**src/rtl/systolic_feeder_2x2_if.sv**
```systemverilog
// Host-side bus of the 2x2 systolic feeder: operand write port, start/ReLU
// request, status flags and the four latched results.
`default_nettype none

interface systolic_feeder_2x2_if #(
    parameter int WIDTH = 8
);
    logic                          load_en;
    logic                          load_sel;
    logic [1:0]                    load_addr;
    logic signed [WIDTH-1:0]       load_data;
    logic                          start;
    logic                          relu_en;
    logic                          busy;
    logic                          done;
    logic                          result_valid;
    logic signed [2*WIDTH-1:0]     r00;
    logic signed [2*WIDTH-1:0]     r01;
    logic signed [2*WIDTH-1:0]     r10;
    logic signed [2*WIDTH-1:0]     r11;

    modport master (
        output load_en, load_sel, load_addr, load_data, start, relu_en,
        input  busy, done, result_valid, r00, r01, r10, r11
    );

    modport slave (
        input  load_en, load_sel, load_addr, load_data, start, relu_en,
        output busy, done, result_valid, r00, r01, r10, r11
    );
endinterface

`default_nettype wire

```
**src/rtl/systolic_feeder_2x2.sv**
```systemverilog
// Sequencer for a 2x2 output-stationary systolic array: stores A/B, clears the
// array, feeds skewed rows/columns over five steps, then latches c00..c11.
`default_nettype none

module systolic_feeder_2x2 #(
    parameter int WIDTH = 8
) (
    input  logic                      clk,
    input  logic                      rst,
    systolic_feeder_2x2_if.slave      host,
    output logic signed [WIDTH-1:0]   a_data0,
    output logic signed [WIDTH-1:0]   a_data1,
    output logic signed [WIDTH-1:0]   b_data0,
    output logic signed [WIDTH-1:0]   b_data1,
    output logic                      clear,
    output logic                      activation,
    input  logic signed [2*WIDTH-1:0] c00,
    input  logic signed [2*WIDTH-1:0] c01,
    input  logic signed [2*WIDTH-1:0] c10,
    input  logic signed [2*WIDTH-1:0] c11
);
    typedef enum logic [1:0] {
        S_IDLE  = 2'd0,
        S_CLEAR = 2'd1,
        S_FEED  = 2'd2
    } state_t;

    localparam logic [2:0] LAST_STEP = 3'd4;

    state_t                    state;
    state_t                    state_next;
    logic [2:0]                k;
    logic signed [WIDTH-1:0]   a_mem [4];
    logic signed [WIDTH-1:0]   b_mem [4];
    logic signed [2*WIDTH-1:0] res00, res01, res10, res11;
    logic                      done_r;
    logic                      valid_r;
    logic                      start_acc;
    logic                      capture;

    assign start_acc = (state == S_IDLE) && host.start;
    assign capture   = (state == S_FEED) && (k == LAST_STEP);

    always_ff @(posedge clk or negedge rst) begin
        if (!rst) begin
            state <= S_IDLE;
        end else begin
            state <= state_next;
        end
    end

    always_comb begin
        state_next = state;
        case (state)
            S_IDLE:  if (host.start) state_next = S_CLEAR;
            S_CLEAR: state_next = S_FEED;
            S_FEED:  if (k == LAST_STEP) state_next = S_IDLE;
            default: state_next = S_IDLE;
        endcase
    end

    always_ff @(posedge clk or negedge rst) begin
        if (!rst) begin
            k <= 3'd0;
        end else if (state == S_FEED && k != LAST_STEP) begin
            k <= k + 3'd1;
        end else begin
            k <= 3'd0;
        end
    end

    // Operands are writable only in IDLE so they stay frozen for the whole run.
    always_ff @(posedge clk or negedge rst) begin
        if (!rst) begin
            for (int i = 0; i < 4; i++) begin
                a_mem[i] <= '0;
                b_mem[i] <= '0;
            end
        end else if (state == S_IDLE && host.load_en) begin
            if (host.load_sel) begin
                b_mem[host.load_addr] <= host.load_data;
            end else begin
                a_mem[host.load_addr] <= host.load_data;
            end
        end
    end

    always_ff @(posedge clk or negedge rst) begin
        if (!rst) begin
            res00      <= '0;
            res01      <= '0;
            res10      <= '0;
            res11      <= '0;
            done_r     <= 1'b0;
            valid_r    <= 1'b0;
            activation <= 1'b0;
        end else begin
            done_r <= capture;
            if (start_acc) begin
                valid_r    <= 1'b0;
                activation <= host.relu_en;
            end
            if (capture) begin
                res00   <= c00;
                res01   <= c01;
                res10   <= c10;
                res11   <= c11;
                valid_r <= 1'b1;
            end
        end
    end

    // Diagonal skew: row/column 1 trails row/column 0 by one step.
    always_comb begin
        a_data0 = '0;
        a_data1 = '0;
        b_data0 = '0;
        b_data1 = '0;
        clear   = (state == S_CLEAR);
        if (state == S_FEED) begin
            case (k)
                3'd0: begin
                    a_data0 = a_mem[0];
                    b_data0 = b_mem[0];
                end
                3'd1: begin
                    a_data0 = a_mem[1];
                    a_data1 = a_mem[2];
                    b_data0 = b_mem[2];
                    b_data1 = b_mem[1];
                end
                3'd2: begin
                    a_data1 = a_mem[3];
                    b_data1 = b_mem[3];
                end
                default: ;
            endcase
        end
    end

    assign host.busy         = (state != S_IDLE);
    assign host.done         = done_r;
    assign host.result_valid = valid_r;
    assign host.r00          = res00;
    assign host.r01          = res01;
    assign host.r10          = res10;
    assign host.r11          = res11;

endmodule

`default_nettype wire

```
**src/flat_wrapper.sv**
```systemverilog
// flat-port wrapper written by rule: the top's interface ports become plain ports
module systolic_feeder_2x2_flat 
#(
    parameter int WIDTH = 8
)
  (clk, rst, a_data0, a_data1, b_data0, b_data1, clear, activation, c00, c01, c10, c11, host_load_en, host_load_sel, host_load_addr, host_load_data, host_start, host_relu_en, host_busy, host_done, host_result_valid, host_r00, host_r01, host_r10, host_r11);
  systolic_feeder_2x2_if #(.WIDTH(WIDTH)) host_i ();
  input  logic clk;
  input  logic rst;
  output logic signed [WIDTH-1:0] a_data0;
  output logic signed [WIDTH-1:0] a_data1;
  output logic signed [WIDTH-1:0] b_data0;
  output logic signed [WIDTH-1:0] b_data1;
  output logic clear;
  output logic activation;
  input  logic signed [2*WIDTH-1:0] c00;
  input  logic signed [2*WIDTH-1:0] c01;
  input  logic signed [2*WIDTH-1:0] c10;
  input  logic signed [2*WIDTH-1:0] c11;
  input wire logic [$bits(host_i.load_en)-1:0] host_load_en;
  input wire logic [$bits(host_i.load_sel)-1:0] host_load_sel;
  input wire logic [$bits(host_i.load_addr)-1:0] host_load_addr;
  input wire logic [$bits(host_i.load_data)-1:0] host_load_data;
  input wire logic [$bits(host_i.start)-1:0] host_start;
  input wire logic [$bits(host_i.relu_en)-1:0] host_relu_en;
  output wire logic [$bits(host_i.busy)-1:0] host_busy;
  output wire logic [$bits(host_i.done)-1:0] host_done;
  output wire logic [$bits(host_i.result_valid)-1:0] host_result_valid;
  output wire logic [$bits(host_i.r00)-1:0] host_r00;
  output wire logic [$bits(host_i.r01)-1:0] host_r01;
  output wire logic [$bits(host_i.r10)-1:0] host_r10;
  output wire logic [$bits(host_i.r11)-1:0] host_r11;
  assign host_i.load_en = host_load_en;
  assign host_i.load_sel = host_load_sel;
  assign host_i.load_addr = host_load_addr;
  assign host_i.load_data = host_load_data;
  assign host_i.start = host_start;
  assign host_i.relu_en = host_relu_en;
  assign host_busy = host_i.busy;
  assign host_done = host_i.done;
  assign host_result_valid = host_i.result_valid;
  assign host_r00 = host_i.r00;
  assign host_r01 = host_i.r01;
  assign host_r10 = host_i.r10;
  assign host_r11 = host_i.r11;
  systolic_feeder_2x2 #(.WIDTH(WIDTH)) u_core (.clk(clk), .rst(rst), .host(host_i), .a_data0(a_data0), .a_data1(a_data1), .b_data0(b_data0), .b_data1(b_data1), .clear(clear), .activation(activation), .c00(c00), .c01(c01), .c10(c10), .c11(c11));
endmodule
```
**config.mk**
```make
export PLATFORM = sky130hd
export DESIGN_NAME = systolic_feeder_2x2_flat
export DESIGN_NICKNAME = d
export VERILOG_FILES = /design/src/rtl/systolic_feeder_2x2_if.sv /design/src/rtl/systolic_feeder_2x2.sv /design/src/flat_wrapper.sv
export SDC_FILE = /design/constraint.sdc
export NUM_CORES = 1
export LEC_CHECK = 0
export ABC_CLOCK_PERIOD_IN_PS = 5100
export BUFFER_PORTS_ARGS = -buffer_cell sky130_fd_sc_hd__buf_4
export CORE_UTILIZATION = 55
export DETAILED_ROUTE_END_ITERATION = 8
export GPL_TIMING_DRIVEN = 0
export PLACE_DENSITY = 0.88
export SLEW_MARGIN = 10
export SYNTH_ARGS = -nofsm -noshare
export SYNTH_HDL_FRONTEND = slang
export SYNTH_SLANG_ARGS = --single-unit
```
**constraint.sdc**
```tcl
create_clock -name clk -period 5.1 [get_ports clk]
set_input_delay 0.255 -clock clk [delete_from_list [all_inputs] [get_ports clk]]
set_output_delay 0.255 -clock clk [all_outputs]
set_load 0.02 [all_outputs]
```
==> impl_metrics.toml, run 1 <==
[outcome]
status = "completed"

[power_and_ir_drop]
p_leak_uw = 0.00426
p_clk_share_pct = 28.9
powerDensity_mw_per_mm2 = 598
switching_power_uw = 1720
p_seq_share_pct = 35.6
switching_share_pct = 33.6
ir_drop_v = 0.000369
power.internal_uw = 3400
pwr-share-comb_pct = 35.4

[sta]
finalCritPeriodShare_pct = 57.2
slew_violations = 0
clock_skew_ps = 6.17
hold_violations = 0
min_period_ps = 2920
worst_pin_slew_ps = 595
setup_viol = 0
max_freq_mhz = 343
grt_setup_unrepaired = "false"
totalNegativeSetupSlack_ps = 0
slew_headroom_pct = 60.3

[layout]
final_cell_mix = "buf_4, dfrtp_1, mux2_2"
final_common_cell = "buf_4"
syn2layout_area_growth_pct = 52.2
layout-drive-gt1-share_pct = 53.9
n_antenna_cell = 0
design_area_sq_mm = 0.00857
final_nets = 741
n_fill_cell = 405

[worst_setup_path]
crit_arrival_ps = 2660
timing.critical_path.mode_cell = "clkbuf_1"
path_delay_family = "buffers and inverters"
cp_slowest_cell = "clkbuf_1"
critPathLaunchType = "flop"
end_kind = "output pin"
crit_type = "reg -> out"
cp.required_ps = 4850
path_cells = "inv_1 -> ha_1 -> nor2b_1 -> clkbuf_1 -> clkbuf_1 -> a22oi_1 -> nor2_1 -> buf_4"
max_stage_delay_ps = 450
cp_max_fo = 10
crit_buf_inv = 4

[synth]
synth-xor-area-share_pct = 0
yosysTopAreaCellShare_pct = 60.4
yosysSeqAreaShare_pct = 60.4
ys_types = 28
syn_area_per_cell_sq_um = 14.4
syn_nets = 474
synth_top_area_cell = "dfrtp_1"
yosys.area_share.simple_pct = 5.84
synth_top_family_by_area = "multiplexers"
syn_inst = 390
synth_compound_area_share_pct = 4.62
syn-cell-area_sq_mm = 0.00563
ys_seq_elements = 136
ys_warn_count = 0
synthTopCellsByArea = "dfrtp_1, mux2_2, a22oi_1"
synthAdderAreaFrac_pct = 0.889
synthMuxAreaShare_pct = 25.9

[route]
num_vias = 4449
wl_met2_microns = 9260
routed_wl_microns = 17600
drt_iter0_markers = 272
viasPerCell = 5.54
drt-pass1-iter-count = 5
wl_met3_microns = 1150
drc = 0
wl_per_cell_microns = 21.9
top_layer_used = "met4"
ant_nets = 0
wl_met1_microns = 6660

[global_route]
grt_start_max_net_pins = 74
antenna_found_initial = 0
grt_pass1_vias = 4960
grtUsageTotal_pct = 35.7
overflow = 0
grt_pass1_wl_microns = 27200

[place]
io_buffers = 180
dpl.hpwl_microns = 9530
postPlaceCellArea_sq_mm = 0.00718
gp_congestion = 0.775

[hold_path]
min_path_type = "in -> reg"

[floorplan]
core_sq_mm = 0.00986
dieArea_sq_mm = 0.0106
ios = 181
die_y_microns = 103
start_util_pct = 57.1
fp.dieW_microns = 103
fp-row-count = 36

[clocking]
numCtsBuffers = 17
post_cts_buffers = 0
clock-sinks = 136
clk_pin_slew_ps = 60
clkLatencyLatePin_ps = 520
cts_root_buf = "clkbuf_8"
cts.path.max_buffers = 2
tritoncts = "built"
h-tree-depth = 4

[run]
drv_cap = 0
cell usage after synthesis:
master and count:
a21o_1 2, a21oi_1 1, a22oi_1 32, and3_1 2, buf_1 1, buf_2 4, buf_4 4, buf_6 2
clkbuf_1 9, dfrtp_1 136, ha_1 4, inv_1 5, mux2_2 127, mux2_4 2, nand2_1 3, nand2b_1 1
nand2b_4 1, nand3_1 2, nand3_2 1, nand3b_1 1, nor2_1 35, nor2_2 3, nor2_4 1, nor2b_1 5
nor3_4 2, nor3b_1 2, or3_1 1, or3b_4 1
power by group through the flow:
stage                     sequential (uW)  clock [uW]  combinational, uW
after floorplan                      1940           0                818
after global placement               1740           0               1660
after detailed placement             1780           0               1710
after CTS                            1780        1480               1770
after global routing                 1860        1530               1930
final                                1820        1480               1810
routing by layer:
| metal | GRT usage (%) | up-vias |
|---|---|---|
| met1 | 42.0 | 2255 |
| met2 | 62.1 | 241 |
| met5 | 0 | - |
| met3 | 9.07 | 39 |
| met4 | 16.3 | 0 |
| li1 | - | 1914 |
state kept, by name (all words and copies together), names as in the netlist:
register / count
u_core.host.r10: 16
u_core.host.r01: 16
u_core.k: 3
u_core.host.r11: 16
u_core.host.r00: 16
u_core.host.done: 1
u_core.activation: 1
u_core.state: 2
u_core.b_mem: 32
u_core.host.result_valid: 1
u_core.a_mem: 32
metrics by stage:
stage / hold slack, ps / std cells / util (%) / setup slack [ps] / power (uW)
after floorplan: -40.6 / 390 / - / 3160 / 2760
after global placement: 464 / 703 / 72.5 / 2870 / 3400
after detailed placement: 282 / 704 / 72.8 / 2780 / 3490
after CTS: 27.6 / 803 / 86.9 / 2240 / 5030
after global routing: 28.3 / 803 / 86.9 / 2050 / 5320
final: 38.3 / 803 / 86.9 / 2180 / 5120
final cells by class:
| class | count | area (sq um) | area share, % |
|---|---|---|---|
| clock buffer | 22 | 483 | 5.64 |
| multi-input combinational | 229 | 2100 | 24.5 |
| sequential | 136 | 3400 | 39.7 |
| clock inverter | 10 | 235 | 2.74 |
| inverter | 5 | 18.8 | 0.219 |
| timing repair buffer | 248 | 2050 | 24.0 |
| tap | 133 | 166 | 1.94 |
| buffer | 20 | 110 | 1.28 |
timing repair:
item | 4_1_cts | 5_1_grt
endpoints found under the hold margin | 129 | 0
resized for setup | 0 | 0
hold buffers | 67 | 0
cells by family (layout without fill, tap and decap cells):
group	count (synthesis)	after routing
flops	136	136
mux	129	129
simple gates	61	61
compound gates	35	35
buf+inv	25	305
fa+ha+maj	4	4
path summary, 6_finish.rpt:
path	slack, ps	end	depth (start not counted)	from
max in group asynchronous	4050	u_core.a_mem[8]	3	rst
hold / removal	40	u_core.a_mem[5]	2	host_load_data[5]
min in group asynchronous	290	u_core.k[0]	2	rst
hold reg to reg	510	u_core.host.r00[2]	1	u_core.host.r00[2]
setup / recovery	2180	a_data1[2]	8	u_core.k[0]
setup reg to reg	2880	u_core.host.r11[9]	7	u_core.k[0]
No activity file was read; power rests on OpenSTA's default activity.
==> run 2, diff against run 1 <==
- ABC_CLOCK_PERIOD_IN_PS: 5100 -> 2900
- CORE_UTILIZATION: 55 -> 51
- PLACE_DENSITY: 0.88 -> 0.83
- clock period: 5.1 -> 2.9 ns (I/O delays scaled with it)
==> run 2 against run 1 <==
Sequential cell count unchanged. Die area up 7.7%. Sequential share of layout area decreased by 0.17 points. Setup slack worse by 2000 ps. Worst hold slack improved by 80 ps. Cell count is 1.7% higher. Clock skew grew 0.69 ps. Global-route usage is 5.1 points lower. Count of clock-buffer cells in the layout fell by 2. Non-clock buffer count grew 8. Largest power group unchanged.
==> impl_metrics.toml, run 2 (synthesis results as in run 1) <==
[global_route]
grtUsageTotal_pct = 30.7
grt_use_met1_pct = 35.6
use_met3_pct = 8.94
overflow = 0
grt_pass1_wl_microns = 26100
antenna_found_initial = 0
grt_pass1_vias = 4875
top_usage_layer = "met2"
grt_start_max_net_pins = 83
grtUsageMet2_pct = 54.0

[clocking]
h-tree-depth = 4
clk_pin_slew_ps = 60
cts_root_buf = "clkbuf_8"
numCtsBuffers = 17
post_cts_buffers = 0
cts.path.max_buffers = 2
clock-sinks = 136
tritoncts = "built"
clkLatencyLatePin_ps = 510

[worst_setup_path]
cp_max_fo = 10
end_kind = "output pin"
crit_type = "reg -> out"
crit_arrival_ps = 2560
cp.required_ps = 2760
critPathLaunchType = "flop"

[sta]
worst_pin_slew_ps = 599
min_period_ps = 2710
max_freq_mhz = 369
hold_violations = 0
hold_ws_ps = 119
slew_violations = 0
finalCritPeriodShare_pct = 93.4
clock_skew_ps = 6.87
slew_headroom_pct = 60.1
setup_viol = 0
grt_setup_unrepaired = "false"
totalNegativeSetupSlack_ps = 0

[run]
drv_cap = 0

[power_and_ir_drop]
p_leak_uw = 0.00427
ir_drop_v = 0.000542
powerDensity_mw_per_mm2 = 1020
power_uw = 8750

[layout]
final_nets = 749
final-seq-area_sq_mm = 0.00340
syn2layout_area_growth_pct = 52.8
reg_top3 = "u_core.a_mem (32), u_core.b_mem (32)"
n_fill_cell = 585
final_cell_mix = "buf_4, dfrtp_1, mux2_2"
multi_input_area_sq_mm = 0.00210
design_area_sq_mm = 0.00861
layout-drive-gt1-share_pct = 53.2
final_common_cell = "buf_4"
n_antenna_cell = 0

[floorplan]
core_sq_mm = 0.0108
fp-row-count = 38
fp.dieW_microns = 107
start_util_pct = 52.2
die_y_microns = 107
dieArea_sq_mm = 0.0115
ios = 181

[route]
ant_nets = 0
drc = 0
num_vias = 4419
wl_per_cell_microns = 20.7
drt_iter0_markers = 246
drt-pass1-iter-count = 4
viasPerCell = 5.41
routed_wl_microns = 16900

[place]
io_buffers = 180
gp_congestion = 0.770
postPlaceCellArea_sq_mm = 0.00719
dpl.hpwl_microns = 9570

[hold_path]
min_path_type = "in -> reg"

[outcome]
status = "completed"
==> run 2: worst max-delay path, stage by stage (launching register included) <==
cell and delay [ps]:
dfrtp_1 400, inv_1 110, ha_1 170, nor2b_1 140, clkbuf_1 310, clkbuf_1 440
a22oi_1 130, nor2_1 170, buf_4 170
==> run 2: power by group <==
group | leakage [uW] | switching [uW] | total [uW] | internal, uW
sequential | 0.00177 | 485 | 3160 | 2680
clock | 0.000322 | 816 | 2430 | 1620
combinational | 0.00217 | 1630 | 3160 | 1530
==> run 2: repair_timing <==
action / in CTS / in global routing
resized for setup: 0 / 2
hold endpoints to repair: 185 / 0
setup endpoints to repair: 0 / 6
hold buffers: 75 / 0
==> run 2: path summary, 6_finish.rpt <==
check	from	to	slack, ps	depth (start not counted)
min in group asynchronous	rst	u_core.a_mem[18]	170	2
hold / removal	host_load_addr[0]	u_core.b_mem[31]	120	3
hold reg to reg	u_core.host.result_valid	u_core.host.result_valid	480	1
setup / recovery	u_core.k[0]	a_data1[3]	190	8
max in group asynchronous	rst	u_core.host.r11[1]	1970	3
setup reg to reg	u_core.k[0]	u_core.host.r11[3]	660	7
==> run 2: final cells by class <==
type                    count  area share, %
flip-flops and latches    136           39.5
repair buffers            256           24.8
multi-input cells         229           24.4
clock buffers              20           5.18
clock inverters            11           2.54
well taps                 140           2.04
plain buffers              20           1.29
inverters                   5          0.218
==> run 2: layer usage <==
metal	up-vias	share of wire [%]
met5	-	0
met4	0	2.3
met3	36	6.8
met2	189	53
met1	2262	38
li1	1932	-
==> run 2: per-stage QoR <==
step | worst slack [ps] | util, % | std cells
3_5_place_dp | 719 | 66.6 | 711
3_3_place_gp | 780 | 66.3 | 710
4_1_cts | 143 | 79.7 | 817
5_1_grt | 28.1 | 79.7 | 817
2_1_floorplan | 1070 | - | 390
6_report | 192 | 79.7 | 817
